<file path="src/rtl/seg7_pkg.sv">
// Shared constants for the 7-segment display controller: bus offsets of the
// peripherals on this bus, the blank pattern and the active-low hex glyph table.
package seg7_pkg;

    // Offsets of the peripherals sharing this bus segment.
    typedef enum logic [11:0] {
        PERIPH_SEG7   = 12'h000,
        PERIPH_SWITCH = 12'h070,
        PERIPH_BUTTON = 12'h078
    } periph_offset_e;

    localparam int          NUM_DIGITS = 8;
    localparam logic [7:0]  SEG_BLANK  = 8'hFF;

    // Active-low glyphs, bit order {dp,g,f,e,d,c,b,a}; dp is 1 (off) in every entry.
    // Entry n sits at index n (the leftmost element is index 15).
    localparam logic [15:0][7:0] HEX_CODE = {
        8'h8E, 8'h86, 8'hA1, 8'hC6, 8'h83, 8'h88, 8'h90, 8'h80,  // F..8
        8'hF8, 8'h82, 8'h92, 8'h99, 8'hB0, 8'hA4, 8'hF9, 8'hC0   // 7..0
    };

endpackage

</file>
<file path="src/rtl/seg7_display_ctrl_hex_decode.sv">
// Purely combinational nibble to active-low 7-segment glyph converter.
module seg7_hex_decode
    import seg7_pkg::*;
(
    input  logic [3:0] nibble,
    output logic [7:0] code
);

    // Table lookup; dp stays off because every table entry has bit 7 set.
    always_comb begin
        code = HEX_CODE[nibble];
    end

endmodule

</file>
<file path="src/rtl/seg7_display_ctrl.sv">
// Memory-mapped 8-digit common-anode 7-segment display controller.
// The CPU writes a 32-bit word at ADDR; the block scans it out as 8 hex digits,
// each digit lit for SCAN_CYCLES clocks, and returns the word on a registered read.
// Optional build macro SEG7_LEADZERO_BLANK_EN: blank leading-zero digits above digit 0.
module seg7_display_ctrl
    import seg7_pkg::*;
#(
    parameter logic [11:0]  ADDR        = 12'(PERIPH_SEG7),
    parameter int unsigned  SCAN_CYCLES = 50000
) (
    input  logic        clk,
    input  logic        rst,
    input  logic [11:0] addr,
    input  logic        we,
    input  logic [31:0] wdata,
    output logic [31:0] rdata,
    output logic [7:0]  dig_en,
    output logic [7:0]  seg
);

    // A 1-cycle scan period still needs a 1-bit counter that simply stays at 0.
    localparam int             CNT_W    = (SCAN_CYCLES > 1) ? $clog2(SCAN_CYCLES) : 1;
    localparam logic [CNT_W-1:0] CNT_LAST = CNT_W'(SCAN_CYCLES - 1);

    logic [31:0]      data_reg_q, data_reg_d;
    logic [31:0]      rdata_q,    rdata_d;
    logic [CNT_W-1:0] scan_cnt_q, scan_cnt_d;
    logic [2:0]       digit_idx_q, digit_idx_d;
    logic [7:0]       dig_en_q,   dig_en_d;
    logic [7:0]       seg_q,      seg_d;

    logic             sel;
    logic             tick;
    logic [3:0]       nibble;
    logic [7:0]       hex_code;
    logic             blank;

    // Bus decode: a matching write loads the data word, a matching read samples it.
    always_comb begin
        // NOTE: every signal assigned in always_comb gets a default first, so no path
        // leaves it unassigned and no latch is inferred.
        sel        = (addr == ADDR);
        data_reg_d = data_reg_q;
        rdata_d    = rdata_q;
        if (sel && we) begin
            data_reg_d = wdata;
        end
        if (sel && !we) begin
            rdata_d = data_reg_q;
        end
    end

    // Scan timing: free-running period counter; its wrap advances the digit index.
    always_comb begin
        tick        = (scan_cnt_q == CNT_LAST);
        scan_cnt_d  = tick ? '0 : scan_cnt_q + 1'b1;
        // 3-bit index wraps 7 -> 0 on its own.
        digit_idx_d = tick ? digit_idx_q + 3'd1 : digit_idx_q;
    end

    // Select the nibble of the digit currently being scanned.
    always_comb begin
        nibble = data_reg_q[4*digit_idx_q +: 4];
    end

    seg7_hex_decode u_hex_decode (
        .nibble (nibble),
        .code   (hex_code)
    );

    // Leading-zero blanking: digit i>0 goes dark when it and every higher nibble is 0.
    always_comb begin
`ifdef SEG7_LEADZERO_BLANK_EN
        blank = (digit_idx_q != 3'd0) && ((data_reg_q >> {digit_idx_q, 2'b00}) == 32'd0);
`else
        blank = 1'b0;
`endif
    end

    // Next display outputs: one-hot-zero anode enable plus decoded glyph.
    always_comb begin
        dig_en_d = ~(8'b1 << digit_idx_q);
        seg_d    = hex_code;
        if (blank) begin
            dig_en_d = SEG_BLANK;
            seg_d    = SEG_BLANK;
        end
    end

    // State and output registers; reset blanks the display and clears the data word.
    always_ff @(posedge clk or negedge rst) begin
        if (!rst) begin
            data_reg_q  <= '0;
            rdata_q     <= '0;
            scan_cnt_q  <= '0;
            digit_idx_q <= '0;
            dig_en_q    <= SEG_BLANK;
            seg_q       <= SEG_BLANK;
        end else begin
            // NOTE: non-blocking assignments in clocked blocks so every register
            // samples pre-edge values regardless of statement order.
            data_reg_q  <= data_reg_d;
            rdata_q     <= rdata_d;
            scan_cnt_q  <= scan_cnt_d;
            digit_idx_q <= digit_idx_d;
            dig_en_q    <= dig_en_d;
            seg_q       <= seg_d;
        end
    end

    assign rdata  = rdata_q;
    assign dig_en = dig_en_q;
    assign seg    = seg_q;

endmodule

</file>
<file path="config.mk">
export PLATFORM = sky130hd
export DESIGN_NAME = seg7_display_ctrl
export DESIGN_NICKNAME = d
export VERILOG_FILES = /design/src/rtl/seg7_pkg.sv /design/src/rtl/seg7_display_ctrl_hex_decode.sv /design/src/rtl/seg7_display_ctrl.sv
export SDC_FILE = /design/constraint.sdc
export NUM_CORES = 1
export LEC_CHECK = 0
export ABC_CLOCK_PERIOD_IN_PS = 2750
export CAP_MARGIN = 20
export CORE_MARGIN = 1.5
export CORE_UTILIZATION = 40
export CTS_BUF_LIST = sky130_fd_sc_hd__clkbuf_4
export DETAILED_ROUTE_END_ITERATION = 12
export GPL_TIMING_DRIVEN = 0
export MAX_ROUTING_LAYER = met4
export PLACE_DENSITY = 0.74
export RECOVER_POWER = 100
export SKIP_CTS_REPAIR_TIMING = 1
export SYNTH_ARGS = -nofsm -noshare
export SYNTH_HDL_FRONTEND = slang
export SYNTH_HIERARCHICAL = 1
export SYNTH_SLANG_ARGS = --single-unit
</file>
<file path="constraint.sdc">
create_clock -name clk -period 2.75 [get_ports clk]
set_clock_uncertainty 0.1 [all_clocks]
set_input_delay 0.825 -clock clk [delete_from_list [all_inputs] [get_ports clk]]
set_output_delay 0.825 -clock clk [all_outputs]
set_load 0.1 [all_outputs]
</file>
==> run summary, run 1 <==
Pwr Density: 438 nW/um^2
Setup Viol. Count Final: 0
Vias in the first global route: 2801
# diodes: 0
Footprint of the multi-input gates: 1650 um^2
Slew Limit Fails: 0
DP HPWL: 6190 um
H-tree Lvls: 3
Synth Cell Area: 4280 um^2
Post-synth EDFFs: 0
Post-synthesis mux area share: 22.0%
Final nets: 476
Synth Area in Compound Gates: 1.67%
Largest net degree at the start of global routing: 58
Share of post-route cells with drive strength above 1: 14.3%
Most area-consuming cells after synthesis: dfrtp_1 (49%), mux2_1 (16%), dfstp_2 (9.8%)
Dominant synthesized flop cell: dfrtp_1
Mean Syn Cell Area: 13.8 um^2
Worst Hold Class: register to register
Crit path DAT: 1.72 ns
Clock Sinks: 99
Unrepaired setup endpoints after global routing: false
CTS Root Buffer Type: clkbuf_4
Die Wd: 106 um
Cells after Synth: 309
Final wirelength: 8410 um
TritonCTS Buffers: 9
Worst slew pin tran: 1.23 ns
Setup tns final: 0 ns
Fmax achieved: 378 MHz
CP bufs+invs: 1
Synth Area in Simple Gates: 7.89%
Worst-path cell chain: dlymetal6s2s_1
Cell Rows: 37
Layout fillers: 970
Post-synth top cells: dfrtp_1 (83), mux2_1 (61), nand2_1 (27), dfstp_2 (16), ha_1 (14)
Synth cell types: 37
Clock buffer depth: 2
# DRC: 0
Largest family of logic cells by synthesized area: multiplexers
Core region area: 10400 um^2
Die height: 106 um
Placed inst area: 5420 um^2
Kind of cell adding the most delay to the critical path: buffers and inverters
Final Hold Fails: 0
Final period util: 96.2%
Area share of the leading cell type in the synthesized netlist: 48.5%
IO Pins: 95
CP Class: register to output pin
Syn_nets: 370
Sequential fraction of the synthesis area: 58.4%
Slowest-stage cell, CP: dlymetal6s2s_1
Hold WS: 0.405 ns
Worst Path Required: 1.83 ns
CP max stage delay: 0.73 ns
GP Congestion: 0.820
Area Growth Syn to Fin: 27.0%
Post-layout min period: 2.64 ns
Maximum vdd ir drop: 226 uV
First-pass GRT wire length: 13900 um
Status: finished clean
GRT Total Usage: 16.5%
Initial Util: 41.3%
Routed WL per cell: 15.1 um
CP Launch Type: register
Asr flop ratio synth: 100%
Via count: 2716
Initial antenna violation count: 0
Reg area: 2500 um^2
CTS tree: done
Final Instance Area: 5430 um^2
CTS clk-pin slew, worst paths: 0.17 ns
Clk_lat worst skew: 0.44 ns
Synth warnings: 6
Via/cell ratio: 4.88
Drt pass-1 iters: 4
Die area: 11300 um^2
Gr ovfl total: 0
Port Buffer Count: 94
Lkg Pwr: 2.82 nW
Rel. slew slack: 18.5%
MaxCap Viol Count: 0
Synth area leader: dfrtp_1
Xor/xnor share of the synthesized area: 3.07%
CP Max Fanout: 1
Most numerous cell in the Yosys netlist: dfrtp_1
Post-Synth Adder-Cell Area: 4.09%
Number of synthesized register bits: 99
Critical path endpoint category: output pin
Iter 0 DRT Violations: 120
Final ANT Viol Nets: 0
[worst paths after layout]
check / from / end / slack, ns / cells after the start
worst min register to register: scan_cnt_q[0]$_DFF_PN0_ / scan_cnt_q[0]$_DFF_PN0_ / 0.40 / 1
min in group asynchronous: rst / data_reg_q[1]$_DFFE_PN0P_ / 0.44 / 1
worst max register to register: digit_idx_q[0]$_DFFE_PN0N_ / seg[3]$_DFF_PN1_ / 0.27 / 8
max in group asynchronous: rst / data_reg_q[0]$_DFFE_PN0P_ / 0.73 / 2
worst min-delay path: scan_cnt_q[0]$_DFF_PN0_ / scan_cnt_q[0]$_DFF_PN0_ / 0.40 / 1
worst max-delay path: seg[7]$_DFF_PN1_ / seg[7] / 0.11 / 1
[through the flow]
step | total power [W] | setup slack (ns) | cells | utilization, %
3_3_place_gp | 0.00161 | -2.78 | 539 | 52.0
6_report | 0.00238 | 0.105 | 556 | 52.4
3_5_place_dp | 0.00161 | -0.130 | 540 | 52.2
2_1_floorplan | 0.00151 | 0.578 | 309 | -
5_1_grt | 0.00247 | 0.0265 | 556 | 52.4
4_1_cts | 0.00241 | -0.328 | 556 | 53.7
[placed cells by master (no fill, tap or decap), types with 5 or more instances in the layout]
cell type | synthesis | routed
clkbuf_2 | 0 | 8
mux4_2 | 8 | 8
nand3_1 | 7 | 7
xnor2_1 | 10 | 10
ha_1 | 14 | 14
inv_1 | 10 | 10
clkbuf_1 | 2 | 24
clkdlybuf4s50_1 | 0 | 44
xor2_1 | 5 | 5
mux2_2 | 5 | 5
dlymetal6s2s_1 | 0 | 16
dlymetal6s4s_1 | 0 | 8
dfstp_2 | 16 | 16
mux2_1 | 61 | 61
clkbuf_4 | 0 | 10
nor2_1 | 13 | 13
dfrtp_1 | 83 | 83
nor4_1 | 6 | 7
nand4_1 | 5 | 5
nand2_1 | 27 | 27
[cell type report]
cell class | instances | area share, %
timing repair buffer | 95 | 15.7
inverter | 11 | 0.760
multi-input combinational | 186 | 30.3
clock inverter | 7 | 1.54
clock buffer | 9 | 1.24
tap | 136 | 3.13
sequential | 99 | 46.0
buffer | 13 | 1.31
[where the power goes]
part	switching, W	internal [W]
registers	0.00000172	0.00146
logic	0.0000528	0.0000636
clock network	0.000505	0.000294
total	0.000560	0.00182
[sequential cells by signal (all words and copies together) (netlist names)]
signal       cells
rdata           32
scan_cnt_q      16
dig_en           8
data_reg_q      32
seg              8
digit_idx_q      3
[routing by layer]
metal	global-route usage (%)	vias up	wire length (um)
li1	-	1287	-
met1	21.0	1343	3730
met2	25.1	75	4020
met3	3.68	11	485
met4	7.71	0	175
met5	-	-	0
[logic make-up (layout without fill, tap and decap cells)]
logic type      Yosys count  after routing
flops                    99             99
mux                      76             76
simple gates             68             68
buf+inv                  24            135
xor+xnor                 15             15
fa+ha+maj                14             14
compound gates           12             12
other cells               1              1
Note: power is estimated with default switching activity, not from simulation.
==> run 2: changes to the inputs <==
--- a/config.mk
+++ b/config.mk
@@ -5,7 +5,6 @@
 export SDC_FILE = /design/constraint.sdc
 export NUM_CORES = 1
 export LEC_CHECK = 0
-export ABC_CLOCK_PERIOD_IN_PS = 2750
 export CAP_MARGIN = 20
 export CORE_MARGIN = 1.5
 export CORE_UTILIZATION = 40
==> results of run 2 <==
Same layout as run 1: the final DEF is identical, and so are final timing and power.
==> run 3: changes to the inputs <==
--- a/config.mk
+++ b/config.mk
@@ -13,7 +13,6 @@
 export GPL_TIMING_DRIVEN = 0
 export MAX_ROUTING_LAYER = met4
 export PLACE_DENSITY = 0.74
-export RECOVER_POWER = 100
 export SKIP_CTS_REPAIR_TIMING = 1
 export SYNTH_ARGS = -nofsm -noshare
 export SYNTH_HDL_FRONTEND = slang
==> constraint.sdc (replaced) <==
create_clock -name clk -period 2.6 [get_ports clk]
set_clock_uncertainty 0.1 [all_clocks]
set_input_delay 0.78 -clock clk [delete_from_list [all_inputs] [get_ports clk]]
set_output_delay 0.78 -clock clk [all_outputs]
set_load 0.1 [all_outputs]
==> run 3 against run 2 <==
Wire length is 0.74% higher. Register-to-register slack worse by 0.03 ns. Sequential share of layout area is 1.1 points lower. Clock power is 6.8% higher. Sequential cell count stayed put. Sequential power is 6% higher. First-iteration DRC count is 27% lower. Setup slack better by 0.0085 ns. Final cell count stayed put. Combinational power is 9% higher.
==> run summary, run 3 (same netlist as run 1, synthesis figures left out) <==
Via count: 2712
Critical path endpoint category: output pin
MaxCap Viol Count: 0
R2R setup slack: 0.24 ns
Vias in the first global route: 2801
Clock power frac: 33.7%
Port Buffer Count: 94
Switching share of total power: 23.8%
Cell Rows: 37
Commonest non-fill, non-tap cell in the layout: dfrtp_1
CP max stage delay: 0.76 ns
# DRC: 0
DP HPWL: 6190 um
Clk_lat worst skew: 0.45 ns
Worst Hold Class: input port to asynchronous set/reset pin
P_int: 0.00193 W
Kind of cell adding the most delay to the critical path: buffers and inverters
CP Max Fanout: 2
Die height: 106 um
Most frequent cells in the layout: dfrtp_1 (83), mux2_1 (61), clkdlybuf4s50_1 (45), dlymetal6s2s_1 (32), nand2_1 (27)
Unrepaired setup endpoints after global routing: false
Routed WL per cell: 15.2 um
H-tree Lvls: 3
Final ANT Viol Nets: 0
Share of post-route cells with drive strength above 1: 18.6%
Pwr Density: 454 nW/um^2
Drt pass-1 iters: 4
CTS clk-pin slew, worst paths: 0.17 ns
GP Congestion: 0.820
CTS tree: done
Psw: 0.000601 W
Combinational power share: 5.0%
Lkg Pwr: 3.21 nW
CP Launch Type: register
CP Class: register to output pin
Final period util: 95.6%
Slowest-stage cell, CP: dlymetal6s2s_1
Core region area: 10400 um^2
Final nets: 476
Area Growth Syn to Fin: 30.2%
Initial antenna violation count: 0
Maximum vdd ir drop: 239 uV
Rel. slew slack: 32.2%
Worst Path Required: 1.72 ns
Crit path DAT: 1.61 ns
Final Instance Area: 5570 um^2
Clock buffer depth: 2
Post-layout min period: 2.49 ns
Worst slew pin tran: 1.02 ns
Die area: 11300 um^2
Final wirelength: 8470 um
Final Hold Fails: 0
Setup Viol. Count Final: 0
TritonCTS Buffers: 9
IO Pins: 95
GRT Total Usage: 16.5%
Reg2reg start: digit_idx_q[0]$_DFFE_PN0N_
Worst-path cell chain: dlymetal6s2s_1
Largest net degree at the start of global routing: 58
CP bufs+invs: 1
Initial Util: 41.3%
Fmax achieved: 402 MHz
First-pass GRT wire length: 13900 um
Gr ovfl total: 0
CTS Root Buffer Type: clkbuf_4
# diodes: 0
Sequential Power Share: 61.3%
Iter 0 DRT Violations: 88
Die Wd: 106 um
R2r worst-path depth: 8
Slew Limit Fails: 0
Placed inst area: 5420 um^2
Status: finished clean
Via/cell ratio: 4.88
Hold WS: 0.212 ns
Clock Sinks: 99
Reg2reg end: seg[3]$_DFF_PN1_
==> run 3: changes by cell type in the layout (fill, tap and decap cells not counted), moves of 2 or more <==
cell            previous run  this run
buf_2                      2         7
clkbuf_2                   8        17
buf_4                      1         3
buf_1                      2         0
dlymetal6s4s_1             8         0
clkbuf_1                  24         1
dlymetal6s2s_1            16        32
==> run 3: area by class of cell <==
cell class / count / area (um^2)
plain buffers: 13 / 81.3
well taps: 136 / 170
clock inverters: 7 / 83.8
inverters: 11 / 41.3
fillers: 928 / 4800
flip-flops and latches: 99 / 2500
repair buffers: 95 / 966
clock buffers: 9 / 67.6
multi-input cells: 186 / 1660
==> run 3: metal layers <==
metal / track usage, % / part of all wire, %
met1: 21.0 / 45
met2: 25.1 / 47
met3: 3.68 / 5.6
met4: 7.71 / 2.7
met5: - / 0
==> run 3: how the worst max path moves through the flow <==
| stage | end | cells after the start | slack (ns) | start |
|---|---|---|---|---|
| after CTS | seg[7] | 1 | -0.43 | seg[7]$_DFF_PN1_ |
| after global routing | seg[3]$_DFF_PN1_ | 9 | 0.04 | digit_idx_q[0]$_DFFE_PN0N_ |
| after detailed placement | data_reg_q[12]$_DFFE_PN0P_ | 5 | -0.24 | addr[5] |
| after global placement | rdata[8]$_DFFE_PN0P_ | 1 | -2.88 | rst |
| final | rdata[26] | 1 | 0.11 | rdata[26]$_DFFE_PN0P_ |
| after floorplan | seg[3]$_DFF_PN1_ | 8 | 0.43 | digit_idx_q[0]$_DFFE_PN0N_ |
==> run 3: power by group through the flow <==
stage	combinational [W]	clock [W]	sequential (W)
final	0.000127	0.000853	0.00155
after detailed placement	0.000132	0	0.00158
after global routing	0.000139	0.000928	0.00155
after floorplan	0.00000796	0	0.00159
after CTS	0.000132	0.000873	0.00155
after global placement	0.000125	0	0.00158
==> run 3: through the flow <==
stage	util, %	TNS (ns)	setup WS [ns]	total power (W)	instances
final	53.7	0	0.114	0.00253	556
after global routing	53.7	0	0.0408	0.00262	556
after CTS	53.7	-15.43	-0.433	0.00255	556
after detailed placement	52.2	-11.84	-0.235	0.00171	540
after global placement	52.0	-270.56	-2.88	0.00170	539
after floorplan	-	0	0.428	0.00160	309
